==> src/rtl/hs_npu_stream_packer.sv <==
// Packs LANES narrow elements into one wide word; the word is valid one cycle after its closing element is accepted.
// Backpressure: while the output slot is full and not draining, only an element that would close a word is stalled.
module hs_npu_stream_packer #(
  parameter int ELEM_WIDTH  = 8,
  parameter int LANES       = 4,
  parameter int COUNT_WIDTH = 16
) (
  input  logic                        clk_core,
  input  logic                        rst_core_n,
  input  logic                        flush,
  input  logic                        elem_valid_i,
  output logic                        elem_ready_o,
  input  logic [ELEM_WIDTH-1:0]       elem_i,
  input  logic                        elem_last_i,
  input  logic                        word_ready_i,
  output logic                        word_valid_o,
  output logic [ELEM_WIDTH*LANES-1:0] word_o,
  output logic [LANES-1:0]            word_mask_o,
  output logic                        word_last_o,
  output logic [COUNT_WIDTH-1:0]      word_count_o
);

  localparam int LW = (LANES > 1) ? $clog2(LANES) : 1;
  localparam int WW = ELEM_WIDTH * LANES;
  localparam logic [LW-1:0] LANE_MAX = LW'(LANES - 1);

  logic [WW-1:0]          pack_q;
  logic [WW-1:0]          pack_merged;
  logic [LANES-1:0]       pmask_q;
  logic [LANES-1:0]       pmask_merged;
  logic [LW-1:0]          lane_q;
  logic [WW-1:0]          word_q;
  logic [LANES-1:0]       wmask_q;
  logic                   wlast_q;
  logic                   wvalid_q;
  logic [COUNT_WIDTH-1:0] count_q;

  logic out_free;
  logic lane_at_end;
  logic elem_hs;
  logic word_hs;
  logic close;

  always_comb begin
    out_free     = ~wvalid_q | word_ready_i;
    lane_at_end  = (lane_q == LANE_MAX);
    // Only a closing element needs the slot, so non-closing lanes keep flowing under backpressure.
    elem_ready_o = out_free | (~lane_at_end & ~elem_last_i);
    elem_hs      = elem_valid_i & elem_ready_o;
    word_hs      = wvalid_q & word_ready_i;
    close        = elem_hs & (lane_at_end | elem_last_i);
  end

  always_comb begin
    pack_merged  = pack_q;
    pmask_merged = pmask_q;
    for (int k = 0; k < LANES; k++) begin
      if (lane_q == LW'(k)) begin
        pack_merged[k*ELEM_WIDTH +: ELEM_WIDTH] = elem_i;
        pmask_merged[k]                         = 1'b1;
      end
    end
  end

  always_ff @(posedge clk_core or negedge rst_core_n) begin
    if (!rst_core_n) begin
      pack_q  <= '0;
      pmask_q <= '0;
      lane_q  <= '0;
    end else if (flush) begin
      pack_q  <= '0;
      pmask_q <= '0;
      lane_q  <= '0;
    end else if (elem_hs) begin
      if (close) begin
        pack_q  <= '0;
        pmask_q <= '0;
        lane_q  <= '0;
      end else begin
        pack_q  <= pack_merged;
        pmask_q <= pmask_merged;
        lane_q  <= lane_q + LW'(1);
      end
    end
  end

  always_ff @(posedge clk_core or negedge rst_core_n) begin
    if (!rst_core_n) begin
      word_q   <= '0;
      wmask_q  <= '0;
      wlast_q  <= 1'b0;
      wvalid_q <= 1'b0;
    end else if (flush) begin
      word_q   <= '0;
      wmask_q  <= '0;
      wlast_q  <= 1'b0;
      wvalid_q <= 1'b0;
    end else if (close) begin
      // A close can only happen when the slot is free, so this never overwrites an undelivered word.
      word_q   <= pack_merged;
      wmask_q  <= pmask_merged;
      wlast_q  <= elem_last_i;
      wvalid_q <= 1'b1;
    end else if (word_hs) begin
      wvalid_q <= 1'b0;
    end
  end

  always_ff @(posedge clk_core or negedge rst_core_n) begin
    if (!rst_core_n) begin
      count_q <= '0;
    end else if (flush) begin
      count_q <= '0;
    end else if (word_hs) begin
      count_q <= count_q + COUNT_WIDTH'(1);
    end
  end

  assign word_valid_o = wvalid_q;
  assign word_o       = word_q;
  assign word_mask_o  = wmask_q;
  assign word_last_o  = wlast_q;
  assign word_count_o = count_q;

endmodule

==> config.mk <==
export PLATFORM = sky130hd
export DESIGN_NAME = hs_npu_stream_packer
export DESIGN_NICKNAME = d
export VERILOG_FILES = /design/src/rtl/hs_npu_stream_packer.sv
export SDC_FILE = /design/constraint.sdc
export NUM_CORES = 1
export LEC_CHECK = 0
export ABC_CLOCK_PERIOD_IN_PS = 2280
export BUFFER_PORTS_ARGS = -buffer_cell sky130_fd_sc_hd__buf_2
export CAP_MARGIN = 5
export CORE_UTILIZATION = 35
export CTS_BUF_LIST = sky130_fd_sc_hd__clkbuf_8
export CTS_CLUSTER_SIZE = 8
export DETAILED_ROUTE_END_ITERATION = 10
export PLACE_DENSITY = 0.61
export SYNTH_ARGS = -nofsm -noshare
export SYNTH_HDL_FRONTEND = slang
export SYNTH_SLANG_ARGS = --single-unit
export TNS_END_PERCENT = 20
==> constraint.sdc <==
create_clock -name clk_core -period 2.28 [get_ports clk_core]
set_input_delay 0.684 -clock clk_core [delete_from_list [all_inputs] [get_ports clk_core]]
set_output_delay 0.684 -clock clk_core [all_outputs]
set_load 0.02 [all_outputs]
# Word level (Yosys, flattened, before mapping)
# Cells that the tools add are included.
[totals]
word_cells = 56
romBits = 0
mem_bits_rw = 0
n_memories = 0
output_inout_bits = 55
input_bits = 14
latch_bits = 0
reg_bits = 92
[op_classes]
order_cmp = 0
n_reduce_logical = 5
div_mod_pow = 0
n_shift = 0
n_eq_ne = 3
bitwise = 10
n_mul = 0
addsub = 2
muxes = 28
[ops]
columns = ["op", "count"]
rows = [
  ["$mux 32", 5],
  ["$mux 16", 2],
  ["$mux 8", 4],
  ["$mux 4", 5],
  ["$add 16x1->16 const B", 1],
  ["$mux 1", 9],
  ["$mux 2", 3],
  ["$reduce_bool 2->1", 3],
  ["$and 1x1->1", 4],
  ["$eq 2x2->1 const B", 2],
  ["$not 1->1", 3],
  ["$or 1x1->1", 3],
  ["$reduce_bool 3->1", 1],
  ["$add 2x1->2 const B", 1],
  ["$eq 2x1->1 const B", 1],
  ["$logic_not 2->1", 1],
]

# Longest topological paths before layout
# Gate-level depths: netlist of run 1.
[logic_depth]
depth_word = 9
ltp_mapped = 7
depth_no_buf = 6

# Worst setup path before layout of run 1
# No wires, ideal clock.
[synth_path]
path_type = "input to output"
startpoint = "input port word_ready_i"
endpoint = "output port elem_ready_o"
cell_stages = 2
t_required_ns = 1.596
arrival_ns = 1.215
path_slack_ns = 0.381
path_buffers = 0
cell_sequence = "nand2b_1 -> or2_2"
[synth_via]
elab_chain_cells = 2
[synth_rtl]
columns = ["element", "line", "source"]
rows = [
  ["from (decl)", "15", "input logic word_ready_i,"],
  ["$or 1x1->1", "45", "out_free = ~wvalid_q | word_ready_i;"],
  ["$or 1x1->1", "48", "elem_ready_o = out_free | (~lane_at_end & ~elem_last_i);"],
  ["to (decl)", "12", "output logic elem_ready_o,"],
]
# No other way between the ends.

# Worst setup path after layout of run 1
[layout_path]
startpoint = "register lane_q[0]"
endpoint = "output port elem_ready_o"
[layout_via]
elab_chain_cells = 4
[layout_rtl]
columns = ["element", "line", "source"]
rows = [
  ["from (decl)", "31", "logic [LW-1:0] lane_q;"],
  ["from (signal assigned)", "82", "lane_q <= lane_q + LW'(1);"],
  ["$eq 2x2->1", "46", "lane_at_end = (lane_q == LANE_MAX);"],
  ["$not 1->1", "48", ""],
  ["$and 1x1->1", "48", ""],
  ["$or 1x1->1", "48", ""],
]
# No other way between the ends.

==> load_flow_metrics.sql, run 1 <==
INSERT INTO impl_metrics (metric_group, metric, value, unit) VALUES
('floorplan', 'die_w', '110', 'um'),
('routing', 'initialDrtViolationCount', '130', ''),
('power_and_ir_drop', 'power_per_cell_area', '663', 'nW/um^2'),
('yosys', 'number_of_enable_flip_flop_cells_after_synthesis', '0', ''),
('critical_path', 'critical_path.startpoint_type', 'flop', ''),
('place', 'dpl_cell_area', '4650', 'um^2'),
('sta', 'timing.slew.headroom', '0.542', ''),
('sta', 'worst_slew_pin_slew', '0.687', 'ns'),
('yosys', 'synth.top_cells.by_area', 'sky130_fd_sc_hd__dfrtp_1 (57%), sky130_fd_sc_hd__mux2i_1 (7.9%), sky130_fd_sc_hd__a211oi_1 (5.9%)', ''),
('global_routing', 'grt_util_all_layers', '0.156', ''),
('yosys', 'ys.flop_type', 'sky130_fd_sc_hd__dfrtp_1', ''),
('critical_path', 'critical_path_class', 'reg -> out', ''),
('yosys', 'synth_cells', '363', ''),
('layout', 'layout-drive-gt1-share', '0.255', ''),
('yosys', 'synthArstFlopShare', '1.00', ''),
('critical_path', 'critical_path_required', '1.60', 'ns'),
('clock_tree', 'post_cts_buffers', '0', ''),
('clock_tree', 'clkSinkCount', '92', ''),
('flow_run', 'cap_viol_max_count', '0', ''),
('sta', 'maxClockFrequency', '460', 'MHz'),
('yosys', 'synthesis.nets', '382', ''),
('layout', 'antennaDiodeCount', '0', ''),
('global_routing', 'first_pass_grt_wire_length', '14300', 'um'),
('floorplan', 'initial_utilization', '0.358', ''),
('clock_tree', 'cts.reportedPaths.clkPinSlew', '0.09', 'ns'),
('yosys', 'ff_latch_count_synth', '92', ''),
('min_path', 'worstHoldPathType', 'in -> async', ''),
('routing', 'antenna_left', '0', ''),
('yosys', 'post_synth.cell_area_avg', '11.2', 'um^2'),
('sta', 'number_of_endpoints_failing_setup_at_the_final_stage', '0', ''),
('critical_path', 'crit_arrival', '1.49', 'ns'),
('yosys', 'synth_top_cell_area_share', '0.566', ''),
('layout', 'finalNetCount', '453', ''),
('clock_tree', 'cts.path.max_buffers', '2', ''),
('sta', 'rsz0062_at_grt', 'no', ''),
('floorplan', 'ioPinCount', '69', ''),
('clock_tree', 'clock_insertion_delay_worst_skew', '0.36', 'ns'),
('yosys', 'netlist_area', '4070', 'um^2'),
('yosys', 'post-synth-top-area-cell', 'sky130_fd_sc_hd__dfrtp_1', ''),
('routing', 'detail_route.drc_violations', '0', ''),
('sta', 'final-max-slew-violation-count', '0', ''),
('place', 'gp_congestion', '0.736', ''),
('power_and_ir_drop', 'reported_leakage_power', '2.28', 'nW'),
('layout', 'fin_area', '4870', 'um^2'),
('yosys', 'synth-seq-area-share', '0.566', ''),
('floorplan', 'dieHeight', '110', 'um'),
('critical_path', 'path_cells', 'ha_4, nor2_2, or2_2, buf_2', ''),
('routing', 'finalWirelength', '8860', 'um'),
('routing', 'via_count', '2925', ''),
('sta', 'timing.final.hold_violations', '0', ''),
('routing', 'drt-pass1-iter-count', '4', ''),
('clock_tree', 'root_buffer', 'sky130_fd_sc_hd__clkbuf_8', ''),
('clock_tree', 'tritoncts.num_buffers', '9', ''),
('sta', 'worst_clock_skew', '0.0174', 'ns'),
('layout', 'area_growth_syn_to_layout', '19.8', '%'),
('critical_path', 'timing.critical_path.slowest_cell_delay', '0.43', 'ns'),
('global_routing', 'antenna_violations_before_repair', '0', ''),
('floorplan', 'core_area', '11400', 'um^2'),
('critical_path', 'critical_path.top_delay_family', 'flip-flops', ''),
('global_routing', 'grt_start_max_net_pins', '67', ''),
('sta', 'fin_crit', '2.17', 'ns'),
('yosys', 'ys_types', '40', ''),
('global_routing', 'grt_pass1_vias', '2817', ''),
('run_status', 'outcome', 'finished, final reports clean', ''),
('sta', 'min_period_over_period', '0.954', ''),
('place', 'io_buffer_count', '68', ''),
('floorplan', 'floorplan.die_area', '12100', 'um^2'),
('yosys', 'yosys_warnings', '0', ''),
('clock_tree', 'tritoncts_clock_tree', 'built', ''),
('critical_path', 'cp.buffers_inverters', '1', ''),
('floorplan', 'placement_rows', '39', ''),
('critical_path', 'critPathSlowestCell', 'sky130_fd_sc_hd__dfrtp_1', ''),
('clock_tree', 'htreeDepth', '3', ''),
('routing', 'avgRoutedWirePerCell', '15.2', 'um'),
('critical_path', 'end_kind', 'primary output', ''),
('routing', 'post_drt_via_cell_ratio', '5.03', ''),
('place', 'dp_hpwl', '6210', 'um'),
('power_and_ir_drop', 'maximum_vdd_drop', '0.265', 'mV'),
('critical_path', 'crit_fanout', '6', ''),
('global_routing', 'global_route.overflow_total', '0', ''),
('sta', 'aggregate_negative_setup_slack', '0', 'ns'),
('power_and_ir_drop', 'finalPower', '3.23', 'mW');
flip-flops by register name (all words and copies together) (netlist names):
signal        flops
word_valid_o      1
word_o           32
pmask_q           4
lane_q            2
pack_q           32
word_count_o     16
word_mask_o       4
word_last_o       1
cells by family after synthesis:
group	synth area share
compound gates	0.142
flops	0.566
fa+ha+maj	0.0154
simple gates	0.144
buf+inv	0.0283
xor+xnor	0.0194
mux	0.0843
stage by stage:
stage	hold WS [ns]	instances	setup slack, ns	util
after CTS	0.238	582	0.0171	0.428
after global routing	0.262	582	0.0270	0.429
after floorplan	0.388	363	0.381	-
after global placement	0.468	566	0.0922	0.409
final	0.248	582	0.105	0.429
after detailed placement	0.471	566	0.00978	0.409
area by class of cell:
class | instances | area (um^2)
clock inverter | 5 | 58.8
inverter | 6 | 22.5
tap | 143 | 179
multi-input combinational | 242 | 1670
timing repair buffer | 83 | 493
fill | 1123 | 6500
clock buffer | 11 | 151
sequential | 92 | 2300
cells in the mapped netlist, drive strengths merged, types with 7 or more instances:
master,count
dfrtp,92
buf,10
and2,12
mux2i,32
nand2,11
a21oi,12
nor2,51
a22o,21
nor3,11
clkbuf,13
a211oi,32
nand3,7
layer usage:
layer | vias to the layer above | global-route usage | part of all wire
li1 | 1450 | - | -
met1 | 1425 | 0.219 | 0.49
met2 | 42 | 0.235 | 0.46
met3 | 8 | 0.0362 | 0.038
met4 | 0 | 0.0533 | 0.013
met5 | - | 0 | 0
layout by cell type (no fill, tap or decap), types with 6 or more instances in the layout:
cell type                  Yosys  final
sky130_fd_sc_hd__a211oi_1     32     32
sky130_fd_sc_hd__a21oi_1      12     12
sky130_fd_sc_hd__a22o_1       21     21
sky130_fd_sc_hd__and2_1       12     12
sky130_fd_sc_hd__buf_2         5     67
sky130_fd_sc_hd__buf_4         0     13
sky130_fd_sc_hd__clkbuf_8      0     11
sky130_fd_sc_hd__dfrtp_1      92     92
sky130_fd_sc_hd__inv_1         6      7
sky130_fd_sc_hd__mux2i_1      32     32
sky130_fd_sc_hd__nand2_1      11     11
sky130_fd_sc_hd__nor2_1       51     50
sky130_fd_sc_hd__nor3_1       11     11
sky130_fd_sc_hd__xnor2_1       6      6
worst paths after layout:
path,slack [ns],start,to,cells after the start
max,0.11,lane_q[0]$_DFFE_PN0P_,elem_ready_o,4
min,0.25,rst_core_n,word_o[18]$_DFFE_PN0P_,1
max reg2reg,0.30,lane_q[0]$_DFFE_PN0P_,pack_q[5]$_DFFE_PN0P_,5
min reg2reg,0.49,pack_q[28]$_DFFE_PN0P_,pack_q[28]$_DFFE_PN0P_,1
max in group asynchronous,1.43,rst_core_n,word_valid_o$_DFFE_PN0P_,2
min in group clk_core,0.49,pack_q[28]$_DFFE_PN0P_,pack_q[28]$_DFFE_PN0P_,1
worst reg2reg max path: cells and delay by family, from the launching register on:
family | cells | cell delay [ns]
AOI/OAI and AO/OA | 2 | 0.84
and+or+nand+nor | 1 | 0.32
adders and majority gates | 1 | 0.22
buffers and inverters | 1 | 0.12
DFF | 1 | 0.43
report_power, final:
| part | internal, mW | leakage [nW] | total (mW) | switching (mW) |
|---|---|---|---|---|
| Sequential | 1.68 | 1.26 | 1.72 | 0.0322 |
| Combinational | 0.129 | 0.912 | 0.380 | 0.250 |
| Clock | 0.569 | 0.107 | 1.14 | 0.568 |
timing repair:
| item | in CTS | in global routing |
|---|---|---|
| setup endpoints to repair | 1 | 1 |
| hold buffers | 0 | 0 |
| gates resized for setup | 1 | 2 |
Note: power is estimated with default switching activity, not from simulation.
==> run 2, diff against run 1 <==
Settings changed: RECOVER_POWER set to 50.
==> run 2 against run 1 <==
  * The flow now finishes with violations (capacitance limit, slew limit)
  * Wire length up 0.12%
  * Power shrank 0.17%
  * Sequential power is essentially flat
  * Via count is 0.10% higher
  * Critical path type unchanged
  * Highest routed layer unchanged
==> load_flow_metrics.sql, run 2 (synthesis results as in run 1) <==
INSERT INTO impl_metrics (metric_group, metric, value, unit) VALUES
('run_status', 'outcome', 'finished with violations', ''),
('run_status', 'failing_checks', 'capacitance limit, slew limit', ''),
('clock_tree', 'post_cts_hold_buffer_count', '0', ''),
('floorplan', 'core_area', '11400', 'um^2'),
('routing', 'antenna_left', '0', ''),
('critical_path', 'ff2ff_setup_slack', '0.30', 'ns'),
('sta', 'maxClockFrequency', '461', 'MHz'),
('sta', 'timing.slew.headroom', '-0.186', ''),
('floorplan', 'placement_rows', '39', ''),
('routing', 'finalWirelength', '8870', 'um'),
('critical_path', 'critical_path.startpoint_type', 'flop', ''),
('layout', 'layout-drive-gt1-share', '0.223', ''),
('critical_path', 'crit-reg2reg-capture', 'pack_q[5]$_DFFE_PN0P_', ''),
('global_routing', 'antenna_violations_before_repair', '0', ''),
('critical_path', 'critical_path.reg2reg.startpoint', 'lane_q[0]$_DFFE_PN0P_', ''),
('routing', 'drt-pass1-iter-count', '4', ''),
('clock_tree', 'cts.reportedPaths.clkPinSlew', '0.09', 'ns'),
('layout', 'antennaDiodeCount', '0', ''),
('power_and_ir_drop', 'reported_leakage_power', '2.23', 'nW'),
('floorplan', 'ioPinCount', '69', ''),
('layout', 'most-common-layout-cells', 'sky130_fd_sc_hd__dfrtp_1 (92), sky130_fd_sc_hd__buf_2 (59), sky130_fd_sc_hd__nor2_1 (50)', ''),
('clock_tree', 'root_buffer', 'sky130_fd_sc_hd__clkbuf_8', ''),
('global_routing', 'grt_start_max_net_pins', '67', ''),
('clock_tree', 'cts.path.max_buffers', '2', ''),
('place', 'dpl_cell_area', '4650', 'um^2'),
('routing', 'via_count', '2928', ''),
('place', 'io_buffer_count', '68', ''),
('floorplan', 'floorplan.die_area', '12100', 'um^2'),
('global_routing', 'first_pass_grt_wire_length', '14300', 'um'),
('sta', 'rsz0062_at_grt', 'no', ''),
('flow_run', 'cap_viol_max_count', '1', ''),
('place', 'gp_congestion', '0.736', ''),
('clock_tree', 'clkSinkCount', '92', ''),
('min_path', 'whs_endpoint', 'pack_q[28]$_DFFE_PN0P_', ''),
('critical_path', 'crit_fanout', '6', ''),
('sta', 'timing.final.hold_violations', '0', ''),
('power_and_ir_drop', 'maximum_vdd_drop', '0.265', 'mV'),
('clock_tree', 'number_of_resized_instances_in_the_post_cts_repair_step', '1', ''),
('layout', 'fin_area', '4840', 'um^2'),
('layout', 'area_growth_syn_to_layout', '19.0', '%'),
('power_and_ir_drop', 'power_per_cell_area', '666', 'nW/um^2'),
('sta', 'worst_slew_pin_slew', '1.78', 'ns'),
('sta', 'number_of_endpoints_failing_setup_at_the_final_stage', '0', ''),
('critical_path', 'end_kind', 'primary output', ''),
('routing', 'avgRoutedWirePerCell', '15.2', 'um'),
('routing', 'initialDrtViolationCount', '128', ''),
('sta', 'final-max-slew-violation-count', '32', ''),
('global_routing', 'grt_util_all_layers', '0.156', ''),
('global_routing', 'grt_pass1_vias', '2817', ''),
('sta', 'worst_clock_skew', '0.0172', 'ns'),
('critical_path', 'timing.reg2reg.worst_path_depth', '5', ''),
('sta', 'aggregate_negative_setup_slack', '0', 'ns'),
('critical_path', 'critical_path_class', 'reg -> out', ''),
('min_path', 'worstHoldPathType', 'reg -> reg', ''),
('floorplan', 'initial_utilization', '0.358', ''),
('clock_tree', 'clock_insertion_delay_worst_skew', '0.36', 'ns'),
('clock_tree', 'tritoncts.num_buffers', '9', ''),
('sta', 'min_period_over_period', '0.951', ''),
('critical_path', 'crit_arrival', '1.48', 'ns'),
('critical_path', 'critical_path_required', '1.60', 'ns'),
('sta', 'fin_crit', '2.17', 'ns'),
('routing', 'detail_route.drc_violations', '0', ''),
('routing', 'post_drt_via_cell_ratio', '5.03', ''),
('clock_tree', 'tritoncts_clock_tree', 'built', ''),
('place', 'dp_hpwl', '6210', 'um'),
('global_routing', 'global_route.overflow_total', '0', ''),
('min_path', 'min-delay-start', 'pack_q[28]$_DFFE_PN0P_', ''),
('layout', 'most_frequent_standard_cell_in_the_layout_excluding_fill_and_tap_cells', 'sky130_fd_sc_hd__dfrtp_1', ''),
('layout', 'finalNetCount', '453', ''),
('floorplan', 'die_w', '110', 'um'),
('min_path', 'hold_depth', '1', ''),
('power_and_ir_drop', 'finalPower', '3.23', 'mW'),
('floorplan', 'dieHeight', '110', 'um'),
('clock_tree', 'htreeDepth', '3', ''),
('clock_tree', 'post_cts_buffers', '0', '');
==> run 2: changes by cell type in the layout (fill, tap and decap cells not counted), sizes merged <==
cell,change
buf,-12
clkbuf,+12
==> run 2: worst max path at each step <==
stage,startpoint,to,slack (ns),cells after the start
after floorplan,word_ready_i,elem_ready_o,0.38,2
after global placement,word_ready_i,pack_q[0]$_DFFE_PN0P_,0.09,6
after detailed placement,word_ready_i,pack_q[1]$_DFFE_PN0P_,0.01,6
after CTS,lane_q[1]$_DFFE_PN0P_,elem_ready_o,0.02,4
after global routing,lane_q[0]$_DFFE_PN0P_,elem_ready_o,0.03,4
final,lane_q[0]$_DFFE_PN0P_,elem_ready_o,0.11,4
==> run 2: power breakdown <==
part           leakage, nW  switching [mW]  internal (mW)
registers             1.26          0.0322           1.68
clock network        0.107           0.567          0.569
logic                0.865           0.250          0.125
total                 2.23           0.849           2.38
==> run 2: area by class of cell <==
cell class | count | area (um^2)
fill | 1137 | 6530
multi-input combinational | 242 | 1660
clock inverter | 5 | 58.8
clock buffer | 11 | 151
sequential | 92 | 2300
tap | 143 | 179
inverter | 6 | 22.5
timing repair buffer | 83 | 468
==> run 2: metal layers <==
metal  global-route usage  share of wire
met1                0.219           0.49
met2                0.235           0.46
met3               0.0362          0.037
met4               0.0533          0.013
met5                    0              0
==> run 2: stage by stage <==
stage	hold WS, ns	setup slack (ns)	std cells	utilization
detailed placement	0.471	0.00978	566	0.409
finish	0.487	0.111	582	0.426
global placement	0.468	0.0922	566	0.409
global route	0.500	0.0274	582	0.426
CTS	0.238	0.0171	582	0.428
floorplan	0.388	0.381	363	-
==> run 2: worst max-delay path, cell delays in order, from the launching register on <==
cell	delay (ns)
sky130_fd_sc_hd__dfrtp_1	0.43
sky130_fd_sc_hd__ha_4	0.19
sky130_fd_sc_hd__nor2_2	0.06
sky130_fd_sc_hd__or2_2	0.29
sky130_fd_sc_hd__buf_2	0.16
